`config.mk`:
```
export PLATFORM = sky130hd
export DESIGN_NAME = bcd_disp_scan
export DESIGN_NICKNAME = d
export VERILOG_FILES = /design/src/rtl/bcd_disp_pkg.sv /design/src/rtl/bcd_to_seg7.sv /design/src/rtl/bcd_disp_scan.sv
export SDC_FILE = /design/constraint.sdc
export NUM_CORES = 1
export LEC_CHECK = 0
export CORE_AREA = 2 2 49 86
export CTS_BUF_LIST = sky130_fd_sc_hd__clkbuf_4 sky130_fd_sc_hd__clkbuf_8
export DETAILED_ROUTE_END_ITERATION = 16
export DIE_AREA = 0 0 51 88
export PLACE_DENSITY_LB_ADDON = 0.1
export SYNTH_ARGS = -nofsm -noshare
export SYNTH_HDL_FRONTEND = slang
export SYNTH_HIERARCHICAL = 1
export SYNTH_SLANG_ARGS = --single-unit
```
`constraint.sdc`:
```
create_clock -name i_clk -period 3.2 [get_ports i_clk]
set_clock_uncertainty 0.15 [all_clocks]
set_input_delay 0.64 -clock i_clk [delete_from_list [all_inputs] [get_ports i_clk]]
set_output_delay 0.64 -clock i_clk [all_outputs]
set_load 0.02 [all_outputs]
```
`src/rtl/bcd_disp_pkg.sv`:
```
// Shared constants for the 6-digit BCD display scanner.
// Segment codes are active-high {g,f,e,d,c,b,a}; polarity is applied at the top level.
package bcd_disp_pkg;

  localparam int unsigned NUM_DIGITS = 6;

  typedef enum logic [2:0] {
    DIG_MS_ONES  = 3'd0,
    DIG_MS_TENS  = 3'd1,
    DIG_MS_HUND  = 3'd2,
    DIG_SEC_ONES = 3'd3,
    DIG_SEC_TENS = 3'd4,
    DIG_MIN_ONES = 3'd5
  } digit_e;

  localparam logic [6:0] SEG_0     = 7'b0111111;
  localparam logic [6:0] SEG_1     = 7'b0000110;
  localparam logic [6:0] SEG_2     = 7'b1011011;
  localparam logic [6:0] SEG_3     = 7'b1001111;
  localparam logic [6:0] SEG_4     = 7'b1100110;
  localparam logic [6:0] SEG_5     = 7'b1101101;
  localparam logic [6:0] SEG_6     = 7'b1111101;
  localparam logic [6:0] SEG_7     = 7'b0000111;
  localparam logic [6:0] SEG_8     = 7'b1111111;
  localparam logic [6:0] SEG_9     = 7'b1101111;
  localparam logic [6:0] SEG_DASH  = 7'b1000000;
  localparam logic [6:0] SEG_BLANK = 7'b0000000;

  // Decimal points after sec_ones (sec.ms) and min_ones (min:sec).
  localparam logic [NUM_DIGITS-1:0] DP_MASK = 6'b101000;

  function automatic logic [NUM_DIGITS-1:0] digit_onehot(input digit_e d);
    return 6'b000001 << d;
  endfunction

endpackage

```
`src/rtl/bcd_to_seg7.sv`:
```
// Combinational BCD digit to active-high 7-segment pattern; codes 10-15 show a dash.
module bcd_to_seg7
  import bcd_disp_pkg::*;
(
  input  logic [3:0] i_bcd,
  output logic [6:0] o_seg
);

  always_comb begin
    o_seg = SEG_DASH;
    case (i_bcd)
      4'd0:    o_seg = SEG_0;
      4'd1:    o_seg = SEG_1;
      4'd2:    o_seg = SEG_2;
      4'd3:    o_seg = SEG_3;
      4'd4:    o_seg = SEG_4;
      4'd5:    o_seg = SEG_5;
      4'd6:    o_seg = SEG_6;
      4'd7:    o_seg = SEG_7;
      4'd8:    o_seg = SEG_8;
      4'd9:    o_seg = SEG_9;
      default: o_seg = SEG_DASH;
    endcase
  end

endmodule

```
`src/rtl/bcd_disp_scan.sv`:
```
// Time-multiplexed 6-digit 7-segment scanner for the stopwatch M:SS.mmm BCD word.
// Optional leading-zero blanking of digits 5/4 when BCD_DISP_LZB_EN is defined.
module bcd_disp_scan
  import bcd_disp_pkg::*;
#(
  parameter int unsigned SCAN_DIV       = 1,
  parameter bit          SEG_ACTIVE_LOW = 1'b1,
  parameter bit          AN_ACTIVE_LOW  = 1'b1
) (
  input  logic        i_clk,
  input  logic        i_rst,
  input  logic [23:0] i_bcd_time,
  output logic [6:0]  o_seg,
  output logic        o_dp,
  output logic [5:0]  o_an
);

  localparam int unsigned        CNT_W    = $clog2(SCAN_DIV + 1);
  localparam logic [CNT_W-1:0]   CNT_LAST = CNT_W'(SCAN_DIV - 1);
  localparam logic [6:0]         SEG_INV  = SEG_ACTIVE_LOW ? '1 : '0;
  localparam logic               DP_INV   = SEG_ACTIVE_LOW;
  localparam logic [NUM_DIGITS-1:0] AN_INV = AN_ACTIVE_LOW ? '1 : '0;

  logic [CNT_W-1:0] r_cnt;
  digit_e           r_idx;
  logic [23:0]      r_snap;
  logic [6:0]       r_seg;
  logic             r_dp;
  logic [5:0]       r_an;

  logic             w_tick;
  logic [3:0]       w_digit;
  logic [6:0]       w_dec;
  logic [6:0]       w_seg_hi;
  logic             w_dp_hi;

  assign w_tick  = (r_cnt == CNT_LAST);
  assign w_digit = r_snap[{r_idx, 2'b00} +: 4];

  bcd_to_seg7 u_dec (
    .i_bcd (w_digit),
    .o_seg (w_dec)
  );

  always_comb begin
    w_seg_hi = w_dec;
    w_dp_hi  = DP_MASK[r_idx];
`ifdef BCD_DISP_LZB_EN
    // Blanking looks at the snapshot, so it is stable for the whole frame.
    if ((r_idx == DIG_MIN_ONES && r_snap[23:20] == 4'd0) ||
        (r_idx == DIG_SEC_TENS && r_snap[23:16] == 8'd0)) begin
      w_seg_hi = SEG_BLANK;
      w_dp_hi  = 1'b0;
    end
`endif
  end

  always_ff @(posedge i_clk) begin
    if (i_rst) begin
      r_cnt  <= '0;
      r_idx  <= DIG_MS_ONES;
      r_snap <= '0;
      r_seg  <= SEG_INV;
      r_dp   <= DP_INV;
      r_an   <= AN_INV;
    end else begin
      r_cnt <= w_tick ? '0 : r_cnt + 1'b1;
      if (w_tick) begin
        if (r_idx == DIG_MIN_ONES) begin
          r_idx  <= DIG_MS_ONES;
          r_snap <= i_bcd_time;
        end else begin
          r_idx  <= digit_e'(r_idx + 3'd1);
        end
      end
      r_seg <= w_seg_hi ^ SEG_INV;
      r_dp  <= w_dp_hi ^ DP_INV;
      r_an  <= digit_onehot(r_idx) ^ AN_INV;
    end
  end

  assign o_seg = r_seg;
  assign o_dp  = r_dp;
  assign o_an  = r_an;

endmodule

```
### Word level (Yosys, flattened, before mapping)

Memory sizes are Yosys's and may differ from the RTL's. A register that Yosys moved wholly into a read port is not among the register bits.
Index checks and enable logic that the tools add are counted.

* bits in registers: 42
* bits in read-only memories: 120
* input port bits: 26
* output and inout port bits: 14
* logic and storage cells: 24
* memories: 2

Memories
* (no name shown): words 16, width 7, read ports 1, clocked after Yosys merged registers in 0, wr ports 0, line bcd_to_seg7.sv:11 `case (i_bcd)`
* (no name shown): words 8, width 1, read ports 1, clocked after Yosys merged registers in 1, wr ports 0, line bcd_disp_scan.sv:47 `w_dp_hi = DP_MASK[r_idx];`

* add/subtract/negate cells: 2
* magnitude comparators: 1
* equality and inequality tests: 1
* shift-type cells: 2
* multiplexer cells: 4
* bitwise operators: 4
* reductions and logical operators: 2

Operators by type and width (number)
* 24-bit by 6-bit variable part select with 4-bit output: 1
* 3-bit 2-to-1 mux: 3
* 7-bit NOT: 1
* 6-bit NOT: 1
* 1-bit by 3-bit left shift with 6-bit output (first input constant): 1
* 3-bit by 4-bit less-than comparator with 1-bit output (second input constant): 1
* 3-bit by 1-bit adder with 3-bit output (second input constant): 1
* 3-bit == test (second input constant): 1
* 1-bit NOT: 2
* 2-bit AND reduction: 1
* 2-bit OR reduction: 1
* 1-bit adder (second input constant): 1
* 1-bit 2-to-1 mux: 1

### Logic depth before layout (Yosys ltp)

Gate-level depths: netlist of the first run.

* depth in word-level cells: 4
* gate-level depth with buffers: 10
* gate-level depth less buffers: 9

### Cells and area by module

Netlist of the first run, hierarchy kept.

By module, submodules not included
* bcd_disp_scan: times used 1, cells an instance 207, area each 1684.1 um^2, sequential area each 860.8 um^2
* bcd_to_seg7: times used 1, cells an instance 29, area each 225.2 um^2, sequential area each 0.0 um^2

### Worst setup path before layout of the first run

No wires, ideal clock.

* path kind: reg-to-reg
* from: register r_idx[0]
* to: register r_seg[3] (netlist: o_seg[3])
* setup time: 117 ps
* arrival: 2067 ps
* data required time: 2933 ps
* slack: 866 ps
* stages on the path, launching flop included: 9
* buffers on the path: 1
* period minus slack after synthesis: 2334 ps
* cell sequence: dfxtp_1 > clkbuf_1 > inv_1 > o21ai_0 > inv_1 > ha_1 > mux2_4 > o22ai_1 > nand2b_1

* longest elaborated chain between the ends: 3

Ends and longest elaborated chain
* start: declaration: line bcd_disp_scan.sv:25 `digit_e r_idx;`
* start signal: assignment: line bcd_disp_scan.sv:73 `r_idx <= digit_e'(r_idx + 3'd1);`
* 24-bit by 6-bit variable part select with 4-bit output: line bcd_disp_scan.sv:38 `assign w_digit = r_snap[{r_idx, 2'b00} +: 4];`
* via w_digit[1]: line bcd_disp_scan.sv:32 `logic [3:0] w_digit;`
* memory 16 x 7 bit
* via w_dec[3]: line bcd_disp_scan.sv:33 `logic [6:0] w_dec;`
* 7-bit NOT (no line)
* end signal: assignment: line bcd_disp_scan.sv:76 `r_seg <= w_seg_hi ^ SEG_INV;`
* end: declaration: line bcd_disp_scan.sv:27 `logic [6:0] r_seg;`

The timed path passes the listed nets, and every way through them passes these cells.
A chain may end at the register's enable or synchronous reset.

### Final worst setup path of the first run

* from: register r_idx[1]
* to: register r_seg[5] (netlist: o_seg[5])

Same word-level chain as after synthesis.

==> implementation parameters, run 1 <==
Parameter                              Value

Global routing
  Via count of the first global-routing pass    around 1.5k
  Grt total ovfl    0
  Largest net degree at the start of global routing    25
  Global-route wire length before repair    about 6300 um
  Number of antenna violations at the first check in global routing    0
  Tot GR Track Use    0.188

Synthesis
  Post-Syn Instances    approximately 240
  Share of the synthesized netlist area taken by xor and xnor gates    0
  Dominant combinational cell family by area after synthesis    simple AND/OR/NAND/NOR gates
  Number of flops mapped to enable cells by yosys    0
  Cell with the most instances after synthesis    nand2_1
  Post-Syn Area per Cell    ~8.1 um2
  Yosys warning count    6
  Multiplexer area fraction after synthesis    0.0341
  Synthesized flop and latch total    43
  Most common flop cell mapped by yosys    dfxtp_1
  Share of synthesized registers carrying an async set or reset    0
  Register area share after synthesis    0.451
  Area share of fa/ha/maj cells after synthesis    0.0459
  Cell types occupying the most area after synthesis    dfxtp_1 (45%), nand2_1 (11%), a21oi_1 (8.4%)
  Number of nets in the synthesized netlist    approximately 270
  Synth Cell Area    ~1900 um2
  Yosys top cell by area    dfxtp_1
  Compound-Gate Fraction of Synth Area    0.167
  Synth unique cells    31
  Area fraction of the dominant cell type after synthesis    0.451
  Most numerous cell types in the synthesized netlist    nand2_1 (56), dfxtp_1 (43), a21oi_1 (32)
  Post-synthesis share of cell area spent on and, or, nand and nor gates    0.230

Placed design
  # port buffers    39
  Detailed placement HPWL    between 2000 and 3000 um
  Cell Count Post-Placement    between 300 and 400
  Placer's final routability congestion estimate    0.802

Flow run
  Max-cap violations    0

Timing
  Final hold viol count    0
  Setup TNS Final    0 ns
  Worst hold-check slack    0.228 ns
  Max Freq    394 MHz
  Final period utilization    0.794
  Unrepaired setup endpoints after global routing    false
  Slew @ Worst Pin    0.740 ns
  Final Setup Violations    0
  Final min period    between 2 and 3 ns
  Slew headroom    0.505
  Final Max Slew Viols    0

Power and ir drop
  Reported leakage power    just under 0.9 nW
  Power Total    1.00 mW
  Peak supply drop    about 0.33 mV
  Power density cells    about 420 nW/um2

Floorplan
  I/O pins    40
  Initial core utilization    0.504
  Number of rows in the core area    30
  Die Height    about 90 um
  Die outline width    between 50 and 60 um
  Placeable core region    3790 um2
  Die Footprint    approximately 4500 um2

Setup path
  Worst setup EP type    flop
  Startpoint-to-endpoint class of the critical path    reg2reg
  Register-to-register setup slack    approximately 0.66 ns
  Critical path arrival    2.63 ns
  Required time worst endpoint    between 3 and 4 ns
  Capture instance of the worst register-to-register path    o_seg[5]$_SDFF_PP1_
  Startpoint types    flop
  Number of cells traversed by the worst register-to-register path    9
  Highest fanout seen on the critical path    24
  Worst R2R Start    r_idx[1]$_SDFFE_PP0N_

CTS
  Clock latency on the worst-skew pair    ~0.30 ns
  TritonCTS clock tree    done
  Postcts setup bufs    0
  Worst-path clk slew    approximately 0.070 ns
  Sink Count    43
  CTS HTree Levels    2
  Root buffer cell    clkbuf_8
  CTS hold repair buffers    0
  Post-CTS Resized    0
  Number of buffers on the longest clock path    2
  Total CTS buffers    5

Route
  Final Routed Wirelength    ~3600 um
  Drc violations    0
  Via-to-Cell Ratio    ~5
  Number of detailed-routing iterations run before antenna repair    4
  Detailed-route wire length per cell    approximately 11 um
  Vias after detailed routing    about 1.6k
  Residual antenna-violating net count after detailed routing    0
  Iteration-0 DRC Markers    14

Status
  Result of the run    complete, no violations

Final layout
  Layout cell share with drive strength beyond 1    0.0730
  Final nets    306
  Synth-to-layout area growth    25.6%
  Fin cells    about 320
  Ant diodes    0

Hold path
  Worst hold-check path type    reg2reg
  Endpoint, Worst Hold    o_dp$_SDFF_PP1_
  Instance count along the most critical hold path    1
  Startpoint of the lowest-slack hold path    w_dp_hi$_DFF_P_
[cell families after synthesis]
family,after synthesis
adder cells (fa/ha/maj),7
other,1
AO/OA/AOI/OAI,58
buffers and inverters,24
AND/OR/NAND/NOR,97
flip-flops,43
multiplexers,6
[cell type report]
| cell class | instances | area [um2] |
|---|---|---|
| fillers | 366 | 1390 |
| clock buffers | 6 | 76.3 |
| well taps | 48 | 60.1 |
| flip-flops and latches | 43 | 861 |
| inverters | 8 | 30.0 |
| clock inverters | 2 | 12.5 |
| repair buffers | 46 | 443 |
| multi-input cells | 169 | 915 |
[power by group]
group          switching [mW]  internal, mW  leakage, nW
clock                   0.180         0.161       0.0446
combinational          0.0446        0.0612        0.479
sequential            0.00996         0.547        0.350
[stage by stage]
step                      utilization  cell area (um2)  setup WS (ns)
after floorplan                     -             1910          0.866
after detailed placement        0.609             2310          0.659
final                           0.632             2400          0.661
after CTS                       0.632             2400          0.642
after global routing            0.632             2400          0.365
after global placement          0.609             2310          0.744
[flip-flops by register name (all words and copies together), names as in the netlist]
| register | cells |
|---|---|
| r_cnt | 1 |
| r_snap | 24 |
| r_idx | 3 |
| w_dp_hi | 1 |
| o_an | 6 |
| o_seg | 7 |
| o_dp | 1 |
[cells in the final DEF, fill, tap and decap left out, types with 3 or more instances in the layout]
| master | count |
|---|---|
| nand2_1 | 56 |
| dfxtp_1 | 43 |
| clkdlybuf4s50_1 | 39 |
| a21oi_1 | 32 |
| o21ai_0 | 15 |
| nor2_1 | 14 |
| nand2b_1 | 14 |
| inv_1 | 8 |
| ha_1 | 7 |
| buf_4 | 7 |
| mux2i_1 | 5 |
| clkbuf_8 | 5 |
| nand3_1 | 3 |
| o22ai_1 | 3 |
[metal layers]
layer	up-vias	global-route usage	part of all wire
li1	838	-	-
met1	713	0.183	0.38
met2	29	0.360	0.56
met3	7	0.0410	0.032
met4	0	0.0885	0.023
met5	-	0	0
[how the worst max path moves through the flow]
| stage | startpoint | slack [ns] | depth (start not counted) | end |
|---|---|---|---|---|
| after floorplan | r_idx[0]$_SDFFE_PP0N_ | 0.87 | 8 | o_seg[3]$_SDFF_PP1_ |
| after global placement | r_idx[1]$_SDFFE_PP0N_ | 0.74 | 10 | o_seg[3]$_SDFF_PP1_ |
| after detailed placement | r_idx[1]$_SDFFE_PP0N_ | 0.66 | 9 | o_seg[5]$_SDFF_PP1_ |
| after CTS | r_idx[1]$_SDFFE_PP0N_ | 0.64 | 9 | o_seg[5]$_SDFF_PP1_ |
| after global routing | r_idx[1]$_SDFFE_PP0N_ | 0.36 | 9 | o_seg[5]$_SDFF_PP1_ |
| final | r_idx[1]$_SDFFE_PP0N_ | 0.66 | 9 | o_seg[5]$_SDFF_PP1_ |
[critical path: stages, from the launching register on]
cell and delay [ns]:
dfxtp_1 0.80, mux2i_1 0.18, nor2_1 0.15, a21oi_1 0.05, o21ai_0 0.30, inv_1 0.17
ha_1 0.24, and2b_1 0.15, o31a_1 0.23, nand2b_1 0.07
Power figures use the tool's default switching activity.
==> inputs of run 2 (changes only) <==
==> constraint.sdc (replaced) <==
create_clock -name i_clk -period 2.5 [get_ports i_clk]
set_clock_uncertainty 0.15 [all_clocks]
set_input_delay 0.5 -clock i_clk [delete_from_list [all_inputs] [get_ports i_clk]]
set_output_delay 0.5 -clock i_clk [all_outputs]
set_load 0.02 [all_outputs]
==> run 2 against run 1 <==
Total power grew 33%. Clock-buffer cell count grew 1. Final area grew 2.5%. Largest cell class unchanged. Core utilization grew 1.6 points. Non-clock buffer count grew 6. Hold slack is essentially flat.
==> implementation parameters, run 2 (synthesized netlist as in run 1, its figures left out) <==
Parameter                              Value

Global routing
  Number of antenna violations at the first check in global routing    0
  Most Used Layer, Global Route    met2
  Via count of the first global-routing pass    around 1.5k
  GRT met3 Usage    0.0358
  Met2 track demand over resource in global routing    0.340
  Global-route wire length before repair    around 6300 um
  Met1 usage    0.189
  Grt total ovfl    0
  Tot GR Track Use    0.185
  Largest net degree at the start of global routing    25

Route
  Residual antenna-violating net count after detailed routing    0
  Detailed-route wire length per cell    11.0 um
  Drc violations    0
  Via-to-Cell Ratio    approximately 5
  Number of detailed-routing iterations run before antenna repair    4
  Iteration-0 DRC Markers    22
  Vias after detailed routing    about 1.6k
  Final Routed Wirelength    about 3600 um

Floorplan
  Die outline width    between 50 and 60 um
  Die Height    between 80 and 90 um
  Number of rows in the core area    30
  Initial core utilization    0.504
  Placeable core region    approximately 3800 um2
  Die Footprint    4490 um2
  I/O pins    40

Power and ir drop
  Switching power    about 0.3 mW
  Power density cells    about 540 nW/um2
  Peak supply drop    0.448 mV
  Sw Share    0.225
  Reported leakage power    0.910 nW
  Flop pwr share    0.531
  Comb power frac    0.109
  Power Total    around 1.3 mW
  Internal power component    between 1 and 1.5 mW
  Part of the power in the clock network    0.360

Timing
  Final hold viol count    0
  Unrepaired setup endpoints after global routing    false
  Slew @ Worst Pin    about 0.51 ns
  Setup TNS Final    0 ns
  Final period utilization    0.879
  Slew headroom    0.659
  Final min period    roughly 2.2 ns
  Final Max Slew Viols    0
  Final Setup Violations    0
  Max Freq    455 MHz

Setup path
  Cell chain of the critical path    buf_4 -> nand2b_1 -> a21oi_1 -> o21ai_0 -> o21ai_1 -> inv_1 -> ha_1 -> and2b_1 -> o31a_1 -> nand2b_1
  Most frequent cell on the critical path    nand2b_1
  Startpoint-to-endpoint class of the critical path    reg2reg
  Startpoint types    flop
  Critical-path top delay cell    dfxtp_1
  Highest fanout seen on the critical path    9
  Family with the most delay on the worst path    compound AO/OA/AOI/OAI gates
  Critical path arrival    between 2 and 2.5 ns
  Worst setup EP type    flop
  Slowest stage delay, CP    roughly 0.40 ns
  Required time worst endpoint    2.59 ns
  Buffers plus inverters on the worst setup path    2

CTS
  Total CTS buffers    5
  Worst-path clk slew    0.08 ns
  Postcts setup bufs    0
  Sink Count    43
  Root buffer cell    clkbuf_8
  Number of buffers on the longest clock path    2
  Clock latency on the worst-skew pair    between 0.2 and 0.3 ns
  CTS HTree Levels    2
  TritonCTS clock tree    done

Final layout
  Top register by number of flip-flops    r_snap
  Fin cells    328
  Flip-flop count of the largest register, all copies and words added    24
  Filler cell count in the final layout    roughly 340
  Layout cell share with drive strength beyond 1    0.0929
  Commonest cells after routing, fill and taps aside    nand2_1 (56), dfxtp_1 (43), clkdlybuf4s50_1 (39), a21oi_1 (32)
  Final nets    312
  Ant diodes    0
  Synth-to-layout area growth    28.7%
  Most frequent standard cell in the layout excluding fill and tap cells    nand2_1

Placed design
  # port buffers    39
  Cell Count Post-Placement    320
  Placer's final routability congestion estimate    0.890
  Detailed placement HPWL    2740 um

Status
  Result of the run    complete, no violations

Flow run
  Max-cap violations    0

Hold path
  Worst hold-check path type    reg2reg
==> run 2: changes by cell type in the layout (fill, tap and decap cells not counted) <==
| cell | previous run | this run |
|---|---|---|
| clkinv_2 | 1 | 0 |
| clkbuf_8 | 5 | 7 |
| o21ai_0 | 15 | 13 |
| o21ai_1 | 0 | 2 |
| buf_4 | 7 | 13 |
| clkbuf_4 | 1 | 0 |
==> run 2: what timing repair did <==
item,CTS,global route
setup endpoints to repair,0,4
gates resized for setup,0,2
hold buffers,0,0
==> run 2: power by group through the flow <==
stage                     clock, mW  sequential, mW  combinational [mW]
after floorplan                   0           0.737              0.0553
after global placement            0           0.724               0.145
after detailed placement          0           0.725               0.146
after CTS                     0.493           0.708               0.147
after global routing          0.519           0.709               0.160
final                         0.480           0.708               0.146
==> run 2: final timing paths <==
check | startpoint | end | slack [ns] | depth (start not counted)
max | r_idx[1]$_SDFFE_PP0N_ | o_seg[5]$_SDFF_PP1_ | 0.30 | 10
min | w_dp_hi$_DFF_P_ | o_dp$_SDFF_PP1_ | 0.23 | 1
min reg2reg | w_dp_hi$_DFF_P_ | o_dp$_SDFF_PP1_ | 0.23 | 1
max reg2reg | r_idx[1]$_SDFFE_PP0N_ | o_seg[5]$_SDFF_PP1_ | 0.30 | 10
==> run 2: final cells by class <==
cell class,instances,area (um2),area share
clock buffers,7,96.3,0.0392
clock inverters,1,7.51,0.00305
inverters,8,30.0,0.0122
multi-input cells,169,915,0.372
flip-flops and latches,43,861,0.350
well taps,48,60.1,0.0244
repair buffers,52,488,0.199
==> run 2: per-stage QoR <==
stage | setup slack [ns] | hold slack, ns | area, um2 | utilization
after detailed placement | 0.249 | 0.214 | 2350 | 0.621
after CTS | 0.207 | 0.232 | 2460 | 0.648
after global routing | 0.122 | 0.252 | 2460 | 0.648
after global placement | 0.289 | 0.206 | 2350 | 0.621
after floorplan | 0.166 | 0.206 | 1910 | -
final | 0.302 | 0.229 | 2460 | 0.648
==> run 2: layer usage <==
layer  part of all wire  up-vias
met5                  0        -
met4              0.034        0
met3              0.030        9
met2               0.53       33
met1               0.41      725
li1                   -      851
==> inputs of run 3 (changes only) <==
--- a/config.mk
+++ b/config.mk
@@ -10,6 +10,7 @@
 export DETAILED_ROUTE_END_ITERATION = 16
 export DIE_AREA = 0 0 51 88
 export PLACE_DENSITY_LB_ADDON = 0.1
+export SLEW_MARGIN = 20
 export SYNTH_ARGS = -nofsm -noshare
 export SYNTH_HDL_FRONTEND = slang
 export SYNTH_HIERARCHICAL = 1
==> constraint.sdc (replaced) <==
create_clock -name i_clk -period 2.5 [get_ports i_clk]
set_clock_uncertainty 0.15 [all_clocks]
set_input_delay 0.5 -clock i_clk [delete_from_list [all_inputs] [get_ports i_clk]]
set_output_delay 0.5 -clock i_clk [all_outputs]
set_load 0.01 [all_outputs]
==> results of run 3 <==
Same layout as run 2 (identical final DEF). Status: complete, no violations.
